**config.mk**
```make
export PLATFORM = sky130hd
export DESIGN_NAME = uart_tx_fifo_flat
export DESIGN_NICKNAME = d
export VERILOG_FILES = /design/src/rtl/uart_pkg.sv /design/src/rtl/uart_tx_fifo_if.sv /design/src/rtl/byte_fifo.sv /design/src/rtl/uart_tx_fifo.sv /design/src/flat_wrapper.sv
export SDC_FILE = /design/constraint.sdc
export NUM_CORES = 1
export LEC_CHECK = 0
export ABC_CLOCK_PERIOD_IN_PS = 2650
export CORE_ASPECT_RATIO = 1.75
export CORE_UTILIZATION = 56
export DETAILED_ROUTE_END_ITERATION = 10
export PLACE_DENSITY = 0.76
export SLEW_MARGIN = 40
export SYNTH_ARGS = -nofsm -noshare
export SYNTH_HDL_FRONTEND = slang
export SYNTH_SLANG_ARGS = --single-unit
```
**constraint.sdc**
```tcl
create_clock -name sys_clk -period 2.65 [get_ports sys_clk]
set_input_delay 0.795 -clock sys_clk [delete_from_list [all_inputs] [get_ports sys_clk]]
set_output_delay 0.795 -clock sys_clk [all_outputs]
set_load 0.005 [all_outputs]
```
**src/rtl/uart_pkg.sv**
```systemverilog
// Shared UART definitions for the transmit and receive paths.
// Latency: n/a (types, constants and a helper function only).
// Backpressure: n/a.
package uart_pkg;

  localparam int UART_DATA_W = 8;

  typedef enum logic [1:0] {ST_IDLE, ST_START, ST_DATA, ST_STOP} tx_state_t;

  // Cycles per bit, rounded to the nearest integer.
  function automatic int baud_div(input int clk_hz, input int baud);
    return (clk_hz + baud / 2) / baud;
  endfunction

endpackage

```
**src/rtl/uart_tx_fifo_if.sv**
```systemverilog
// Byte push port and status/line outputs of the UART transmitter.
// Latency: n/a (wiring only).
// Backpressure: producer watches tx_full; pushes while full are dropped.
interface uart_tx_fifo_if;
  import uart_pkg::*;

  logic [UART_DATA_W-1:0] tx_data;
  logic                   tx_en;
  logic                   uart_tx;
  logic                   tx_full;
  logic                   tx_busy;
  logic                   tx_ovf;

  modport master (output tx_data, tx_en,
                  input  uart_tx, tx_full, tx_busy, tx_ovf);

  modport slave  (input  tx_data, tx_en,
                  output uart_tx, tx_full, tx_busy, tx_ovf);
endinterface

```
**src/rtl/byte_fifo.sv**
```systemverilog
// Small synchronous FIFO with occupancy count; pointers wrap modulo DEPTH.
// Latency: data written at one edge is visible on dout after that edge.
// Backpressure: push while full and pop while empty are ignored.
module byte_fifo #(
  parameter int DEPTH = 16,
  parameter int WIDTH = 8
) (
  input  logic                   sys_clk,
  input  logic                   rst_n,
  input  logic                   push,
  input  logic                   pop,
  input  logic [WIDTH-1:0]       din,
  output logic [WIDTH-1:0]       dout,
  output logic                   full,
  output logic                   empty,
  output logic [$clog2(DEPTH):0] count
);
  localparam int AW = $clog2(DEPTH);

  if (DEPTH < 2 || (DEPTH & (DEPTH - 1)) != 0) begin : g_bad_depth
    $error("byte_fifo: DEPTH must be a power of two and at least 2");
  end

  logic [WIDTH-1:0] mem [DEPTH];
  logic [AW-1:0]    wptr;
  logic [AW-1:0]    rptr;
  logic             do_push;
  logic             do_pop;

  assign do_push = push & ~full;
  assign do_pop  = pop & ~empty;
  assign full    = (count == (AW + 1)'(DEPTH));
  assign empty   = (count == '0);
  assign dout    = mem[rptr];

  // Storage array: written on accepted pushes, no reset needed.
  always_ff @(posedge sys_clk) begin
    if (do_push) mem[wptr] <= din;
  end

  // Pointers and occupancy; simultaneous push and pop leave count unchanged.
  always_ff @(posedge sys_clk or negedge rst_n) begin
    if (!rst_n) begin
      wptr  <= '0;
      rptr  <= '0;
      count <= '0;
    end else begin
      if (do_push) wptr <= wptr + 1'b1;
      if (do_pop)  rptr <= rptr + 1'b1;
      if (do_push && !do_pop)      count <= count + 1'b1;
      else if (do_pop && !do_push) count <= count - 1'b1;
    end
  end
endmodule

```
**src/rtl/uart_tx_fifo.sv**
```systemverilog
// 8N1 UART transmitter fed by a byte FIFO; LSB first, idle-high line.
// Latency: push at edge N -> tx_busy after N, start bit on the line at N+2.
// Backpressure: tx_full from registered occupancy; pushes while full drop and pulse tx_ovf.
module uart_tx_fifo
  import uart_pkg::*;
#(
  parameter int CLK_HZ     = 27000000,
  parameter int BAUD       = 115200,
  parameter int FIFO_DEPTH = 16
) (
  input  logic         sys_clk,
  input  logic         rst_n,
  uart_tx_fifo_if.slave bus
);
  localparam int DIV = baud_div(CLK_HZ, BAUD);
  localparam int BW  = (DIV > 2) ? $clog2(DIV) : 1;
  localparam logic [BW-1:0] BAUD_LAST = BW'(DIV - 1);

  if (DIV < 2) begin : g_bad_div
    $error("uart_tx_fifo: CLK_HZ/BAUD must give at least 2 cycles per bit");
  end

  tx_state_t                   st;
  tx_state_t                   st_nxt;
  logic [UART_DATA_W-1:0]      shreg;
  logic [UART_DATA_W-1:0]      fifo_dout;
  logic [2:0]                  bitcnt;
  logic [BW-1:0]               baud_cnt;
  logic [$clog2(FIFO_DEPTH):0] fifo_count;
  logic                        fifo_full;
  logic                        fifo_empty;
  logic                        fifo_pop;
  logic                        load;
  logic                        shift;
  logic                        tick;
  logic                        uart_tx_q;
  logic                        ovf_q;

  byte_fifo #(
    .DEPTH (FIFO_DEPTH),
    .WIDTH (UART_DATA_W)
  ) u_fifo (
    .sys_clk (sys_clk),
    .rst_n   (rst_n),
    .push    (bus.tx_en),
    .pop     (fifo_pop),
    .din     (bus.tx_data),
    .dout    (fifo_dout),
    .full    (fifo_full),
    .empty   (fifo_empty),
    .count   (fifo_count)
  );

  assign tick = (baud_cnt == BAUD_LAST);

  // State register plus serializer datapath (shift register, bit and baud counters).
  always_ff @(posedge sys_clk or negedge rst_n) begin
    if (!rst_n) begin
      st       <= ST_IDLE;
      shreg    <= '0;
      bitcnt   <= '0;
      baud_cnt <= '0;
    end else begin
      st <= st_nxt;
      if (load)       shreg <= fifo_dout;
      else if (shift) shreg <= shreg >> 1;
      if (load)       bitcnt <= '0;
      else if (shift) bitcnt <= bitcnt + 1'b1;
      if (load || tick || st == ST_IDLE) baud_cnt <= '0;
      else                               baud_cnt <= baud_cnt + 1'b1;
    end
  end

  // Next state and pop/load/shift strobes; STOP chains straight into START when data waits.
  always_comb begin
    st_nxt   = st;
    fifo_pop = 1'b0;
    load     = 1'b0;
    shift    = 1'b0;
    unique case (st)
      ST_IDLE: begin
        if (!fifo_empty) begin
          fifo_pop = 1'b1;
          load     = 1'b1;
          st_nxt   = ST_START;
        end
      end
      ST_START: begin
        if (tick) st_nxt = ST_DATA;
      end
      ST_DATA: begin
        if (tick) begin
          shift = 1'b1;
          if (bitcnt == 3'd7) st_nxt = ST_STOP;
        end
      end
      ST_STOP: begin
        if (tick) begin
          if (!fifo_empty) begin
            fifo_pop = 1'b1;
            load     = 1'b1;
            st_nxt   = ST_START;
          end else begin
            st_nxt = ST_IDLE;
          end
        end
      end
      default: st_nxt = ST_IDLE;
    endcase
  end

  // Registered line (one cycle behind st, glitch-free) and the drop pulse.
  always_ff @(posedge sys_clk or negedge rst_n) begin
    if (!rst_n) begin
      uart_tx_q <= 1'b1;
      ovf_q     <= 1'b0;
    end else begin
      unique case (st)
        ST_START: uart_tx_q <= 1'b0;
        ST_DATA:  uart_tx_q <= shreg[0];
        default:  uart_tx_q <= 1'b1;
      endcase
      ovf_q <= bus.tx_en & fifo_full;
    end
  end

  assign bus.uart_tx = uart_tx_q;
  assign bus.tx_full = fifo_full;
  assign bus.tx_busy = (st != ST_IDLE) | (fifo_count != '0);
  assign bus.tx_ovf  = ovf_q;
endmodule

```
**src/flat_wrapper.sv**
```systemverilog
// flat-port wrapper written by rule: the top's interface ports become plain ports
module uart_tx_fifo_flat import uart_pkg::*;
#(
  parameter int CLK_HZ     = 27000000,
  parameter int BAUD       = 115200,
  parameter int FIFO_DEPTH = 16
)
  (sys_clk, rst_n, bus_tx_data, bus_tx_en, bus_uart_tx, bus_tx_full, bus_tx_busy, bus_tx_ovf);
  uart_tx_fifo_if bus_i ();
  input  logic sys_clk;
  input  logic rst_n;
  input wire logic [$bits(bus_i.tx_data)-1:0] bus_tx_data;
  input wire logic [$bits(bus_i.tx_en)-1:0] bus_tx_en;
  output wire logic [$bits(bus_i.uart_tx)-1:0] bus_uart_tx;
  output wire logic [$bits(bus_i.tx_full)-1:0] bus_tx_full;
  output wire logic [$bits(bus_i.tx_busy)-1:0] bus_tx_busy;
  output wire logic [$bits(bus_i.tx_ovf)-1:0] bus_tx_ovf;
  assign bus_i.tx_data = bus_tx_data;
  assign bus_i.tx_en = bus_tx_en;
  assign bus_uart_tx = bus_i.uart_tx;
  assign bus_tx_full = bus_i.tx_full;
  assign bus_tx_busy = bus_i.tx_busy;
  assign bus_tx_ovf = bus_i.tx_ovf;
  uart_tx_fifo #(.CLK_HZ(CLK_HZ), .BAUD(BAUD), .FIFO_DEPTH(FIFO_DEPTH)) u_core (.sys_clk(sys_clk), .rst_n(rst_n), .bus(bus_i));
endmodule
```
### Yosys cells after proc, flatten, opt, wreduce, memory -nomap -nowiden

Memory sizes are Yosys's and may differ from the RTL's.
Index checks and enable logic that the tools add are counted.

| storage, ports and cells | value |
|---|---|
| logic and storage cells | 68 |
| memories kept | 1 |
| register bits after elaboration | 36 |
| bits in writable memories | 128 |
| input bits | 11 |

| operators by class | value |
|---|---|
| bitwise gates (word level) | 6 |
| muxes and demuxes | 22 |
| reduce and logical (&&, ||, !) cells | 13 |
| eq/ne operators | 11 |
| $add $sub $neg | 6 |

Memory list:

| name | depth | bits a word | rd ports | clocked after Yosys merged registers in | write ports | line | RTL |
|---|---|---|---|---|---|---|---|
| u_core.u_fifo.mem | 16 | 8 | 1 | 0 | 1 | byte_fifo.sv:24 | `logic [WIDTH-1:0] mem [DEPTH];` |

Operator list:

| operator | count |
|---|---|
| 2-to-1 mux 8 bit | 3 |
| 2-to-1 mux 2 bit | 5 |
| 2-to-1 mux 5 bit | 2 |
| adder 4 x 1 -> 4 bit (second input constant) | 2 |
| adder 8 x 1 -> 8 bit (second input constant) | 1 |
| == test 8 bit (second input constant) | 1 |
| inequality test 2 x 1 -> 1 bit (second input constant) | 4 |
| case mux 2 bit (4 select lines) | 1 |
| 2-to-1 mux 1 bit | 7 |
| 2-to-1 mux 3 bit | 2 |
| nonzero test 2 bit | 3 |
| adder 5 x 1 -> 5 bit (second input constant) | 1 |
| == test 5 bit (second input constant) | 1 |
| zero test 5 bit | 1 |
| AND reduction 5 bit | 1 |
| nonzero test 5 bit | 1 |
| subtractor 5 x 1 -> 5 bit (second input constant) | 1 |
| == test 2 bit (second input constant) | 2 |
| case mux 1 bit (2 select lines) | 2 |
| adder 3 x 1 -> 3 bit (second input constant) | 1 |
| bitwise AND 1 bit | 3 |
| == test 3 bit (second input constant) | 1 |
| == test 2 x 1 -> 1 bit (second input constant) | 1 |
| logical AND 1 bit | 2 |
| other kinds (6) | 9 |

### Logic depth before layout (Yosys ltp)

| depth | value |
|---|---|
| depth after elaboration | 8 |
| depth in mapped cells | 13 |

### Cells and area by module

A second synthesis with hierarchy kept.

| second synthesis, totals | value |
|---|---|
| cell total of the unflattened synthesis | 438 |
| area total of the unflattened synthesis | 6981.7 um^2 |

Modules (own cells, without submodules):

| module | instances | seq. area each (um^2) | area each (um^2) | cells an instance |
|---|---|---|---|---|
| byte_fifo | 1 | 4169.0 | 5770.5 | 322 |
| uart_tx_fifo | 1 | 576.8 | 1211.2 | 116 |

### Worst setup path after synthesis

OpenSTA, ideal clock, no wires.

| path | value |
|---|---|
| path type | register -> register |
| start point | register u_core.u_fifo.count[1] |
| end point | register u_core.u_fifo.count[4] |
| arrival time | 2676 ps |
| setup slack | -106 ps |
| clock period less this slack | 2756 ps |
| cell stages (with the launch flop) | 12 |
| setup time | 80 ps |
| required time | 2570 ps |
| cell sequence | dfrtp_1 -> or4_4 -> o21bai_2 -> nor2_4 -> inv_4 -> ha_1 -> inv_1 -> fa_1 -> a21o_1 -> a21oi_1 -> mux2i_1 -> xnor2_1 |

| on the way | value |
|---|---|
| cells in the longest elaborated chain, start to end | 8 |
| elaborated cells on any way between the ends | 18 |
| classes of those cells | 2 x add/sub; 1 x eq/ne; 5 x mux; 4 x bitwise; 6 x reduce/logical |

Ends and longest elaborated chain:

| element | line | RTL |
|---|---|---|
| from (decl) | byte_fifo.sv:16 | `output logic [$clog2(DEPTH):0] count` |
| from (signal assigned) | byte_fifo.sv:50 | `if (do_push && !do_pop) count <= count + 1'b1;` |
| from (signal assigned) | byte_fifo.sv:51 | `else if (do_pop && !do_push) count <= count - 1'b1;` |
| zero test 5 bit | byte_fifo.sv:33 | `assign empty = (count == '0);` |
| 2-to-1 mux 1 bit | uart_tx_fifo.sv:82, uart_tx_fifo.sv:99 |  |
| 2-to-1 mux 1 bit | uart_tx_fifo.sv:98 | `if (tick) begin` |
| case mux 1 bit (2 select lines) | uart_tx_fifo.sv:80 | `unique case (st)` |
| bitwise AND 1 bit | byte_fifo.sv:31 | `assign do_pop = pop & ~empty;` |
| zero test 1 bit | byte_fifo.sv:50 |  |
| logical AND 1 bit | byte_fifo.sv:50 |  |
| 2-to-1 mux 5 bit / nonzero test 2 bit (equally long branches) | n/a |  |

Several ways; a longest one is shown, not always the timed one. The select of a mux whose other input is x is not followed.
A chain may end at the register's enable or synchronous reset.

### Worst setup path in the final report

| path | value |
|---|---|
| start point | register u_core.u_fifo.count[1] |
| end point | output bus_tx_busy |

| on the way | value |
|---|---|
| cells in the longest elaborated chain, start to end | 2 |

Ends and longest elaborated chain:

| element | line | RTL |
|---|---|---|
| nonzero test 5 bit | uart_tx_fifo.sv:129 | `assign bus.tx_busy = (st != ST_IDLE) \| (fifo_count != '0);` |
| OR 1 bit | uart_tx_fifo.sv:129 |  |
| to (decl) | flat_wrapper.sv:16 | `output wire logic [$bits(bus_i.tx_busy)-1:0] bus_tx_busy;` |

No other way between the ends.

==> qor.yml <==
fin_hold_ws_ns: 0.3317
placed_cell_area_um2: 7528
critical_path.top_delay_family: "buffers and inverters"
hold_class: "input pin to asynchronous set/reset pin"
seqPwrFrac_pct: 40.1
cp_common_cell: "buf_4"
first_global_vias: 3623
ctsHoldBuffers: 0
worstPathBufferInverterCount: 3
grt_antenna_before_repair: 0
htreeDepth: 4
min_period_ns: 2.550
cts_num_sinks: 164
cpPeakStageDelay_ns: 0.38
synth-xor-area-share_pct: 2.119
avgRoutedWirePerCell_um: 19.88
grt_usage_pct: 21.13
cp_cell_sequence: "buf_4 > nor4_4 > buf_4 > nand3b_1 > dlygate4sd2_1"
drt_iter0_drc: 209
final_common_cell: "edfxtp_1"
synth_warnings: 0
place.gp.congestion: 0.7799
synth-seq-cells: 164
skew_ns: 0.008637
drc: 0
yosysSeqAreaShare_pct: 67.53
pwr_density_cell_nw_per_um2: 1074
critPathCaptureType: "primary output"
insertion_delay_ns: 0.42
fmax_mhz: 392.2
syn_to_final_growth_pct: 16.84
postSynth.asyncResetShare_pct: 21.95
synth_flop_cell: "edfxtp_1"
synth_cells: 380
drt_wl_total_um: 12230
finish.utilization_pct: 67.67
syn_nets: 410
coreArea_um2: 12140
outcome: "finished clean"
clkPwrFrac_pct: 28.8
power.internal_w: 0.006199
worst_slew_pin_slew_ns: 0.7849
num_rows: 53
grt_max_degree: 37
netSwitchingPower_w: 0.002619
io_buffers: 14
p_comb_share_pct: 31.2
critPathLaunchType: "register"
synth_top_family_by_area: "multiplexers"
p_leak_nw: 3.166
die_x_um: 86.69
start_util_pct: 57.91
maxCapViolations: 0
clock_path_buffers: 2
critical_path_arrival_ns: 1.75
slowest_stage: "dfrtp_1"
worstSetupPathType: "register to primary output"
crit_path_max_fanout: 4
cts_buffers: 17
path_clk_slew_ns: 0.07
synth-adder-area-share_pct: 3.489
synthMuxAreaShare_pct: 18.19
final_max_slew_viol_count: 0
overflow: 0
ant_nets: 0
hold_viol: 0
cts_root_buf: "clkbuf_16"
die_h_um: 150.2
dp_hpwl_um: 8117
slew-limit-headroom_pct: 47.67
fp.dieArea_um2: 13020
cts_tree: "built"
synth_simple_gate_area_share_pct: 4.451
vias: 3446
grt_pass1_wl_um: 19290
setup_viol: 0
diodes: 0
rsz0062_at_grt: "false"
critPathRequiredTime_ns: 1.86
drive_above_1_share_pct: 23.33
synth.distinct_cells: 45
synth_edf_count: 128
fin_area_um2: 8212
ioPinCount: 15
final_nets: 467
final_cell_mix: "edfxtp_1, buf_4, mux2i_1, dfrtp_1, nor2_1"
p_sw_share_pct: 29.70
vias_per_cell: 5.603
synth.avg_cell_area_um2: 18.49
vdd_drop_max_v: 0.0006786
fin_crit_sh_pct: 96.22
syn_area_um2: 7028
first_pass_iters: 4
synth-compound-area-share_pct: 1.941
==> what timing repair did <==
action                                 in CTS  in global routing
gates resized for setup                     6                  1
buffers inserted                            2                  4
endpoints found under the hold margin       0                  0
pin swaps                                   1                  3
setup endpoints to repair                   2                  2
==> synth_stat cells (2+ instances only) <==
cell      count  area [um^2]
a21o_1        3        22.52
a21oi_1       3        15.01
and2_1        2        12.51
and3_1        3        18.77
buf_2         3        15.01
buf_4         2        15.01
buf_6         4        45.04
clkbuf_1      2        7.510
clkbuf_8      3        41.29
dfrtp_1      35        875.8
edfxtp_1    128         3844
ha_1         18        225.2
inv_1         7        26.28
mux2_2       10        112.6
mux2i_1      34        340.3
mux4_1       24        630.6
mux4_2        8        180.2
nand2_1       9        33.78
nand2b_1      2        12.51
nand3_1       6        30.03
nand3b_1      2        15.01
nand4_1       2        12.51
nor2_1       26        97.59
nor3_1        5        25.02
o21ai_0       4        20.02
xnor2_1       9        78.83
xor2_1        8        70.07
==> metrics by stage <==
step	cells	setup slack (ns)	setup TNS (ns)	total power, W
after detailed placement	577	-0.2244	-0.3470	0.006255
after CTS	611	0.01203	0	0.008862
after global placement	577	-0.1721	-0.2188	0.006132
after floorplan	380	0.002653	0	0.005502
after global routing	615	0.01082	0	0.009279
final	615	0.1001	0	0.008818
==> cell type report <==
type                    instances  area, um^2
well taps                     165       206.4
multi-input cells             193        2163
clock buffers                  17       425.4
inverters                       8       32.53
repair buffers                 53       444.2
flip-flops and latches        164        4747
clock inverters                15       192.7
fillers                       812        3924
==> logic make-up (layout without fill, tap and decap cells) <==
logic type	Yosys count	count (layout)
xor+xnor	17	17
buf+inv	23	93
flops	164	164
compound gates	17	17
fa+ha+maj	19	19
mux	77	77
simple gates	63	63
==> path summary, 6_finish.rpt <==
check / cells past startpoint / slack, ns / startpoint / to
setup / recovery: 5 / 0.10 / u_core.u_fifo.count[1]$_DFFE_PN0P_ / bus_tx_busy
hold / removal: 1 / 0.33 / rst_n / u_core.u_fifo.rptr[3]$_DFFE_PN0P_
setup reg to reg: 12 / 0.11 / u_core.u_fifo.count[1]$_DFFE_PN0P_ / u_core.u_fifo.count[4]$_DFFE_PN0P_
hold reg to reg: 1 / 0.51 / u_core.baud_cnt[0]$_DFF_PN0_ / u_core.baud_cnt[0]$_DFF_PN0_
max in group asynchronous: 1 / 1.96 / rst_n / u_core.bus.uart_tx$_DFF_PN1_
min in group sys_clk: 1 / 0.51 / u_core.baud_cnt[0]$_DFF_PN0_ / u_core.baud_cnt[0]$_DFF_PN0_
==> sequential cells by signal (all words and copies together), names as in the netlist <==
signal / flops
u_core.bus.tx_ovf: 1
u_core.bitcnt: 3
u_core.u_fifo.count: 5
u_core.st: 2
u_core.baud_cnt: 8
u_core.u_fifo.mem: 128
u_core.u_fifo.wptr: 4
u_core.shreg: 8
u_core.bus.uart_tx: 1
u_core.u_fifo.rptr: 4
==> power by group through the flow <==
stage	sequential, W	clock (W)	combinational (W)
after floorplan	0.00343	0	0.00207
after global placement	0.00356	0	0.00257
after detailed placement	0.00359	0	0.00267
after CTS	0.00355	0.00258	0.00273
after global routing	0.00358	0.00269	0.00300
final	0.00353	0.00254	0.00275
==> layer usage <==
layer	global-route usage, %	up-vias	share of wire [%]
li1	-	1613	-
met1	22.50	1764	37
met2	40.36	54	59
met3	4.441	15	2.1
met4	7.417	0	1.4
met5	0	-	0
==> worst reg2reg max path: cells and delay by family (launching register included) <==
family | cells | cell delay, ns
buf+inv | 3 | 0.24
compound gates | 3 | 0.51
xor+xnor | 1 | 0.13
mux | 1 | 0.22
fa+ha+maj | 2 | 0.46
flops | 1 | 0.38
simple gates | 2 | 0.52
Power figures use the tool's default switching activity.
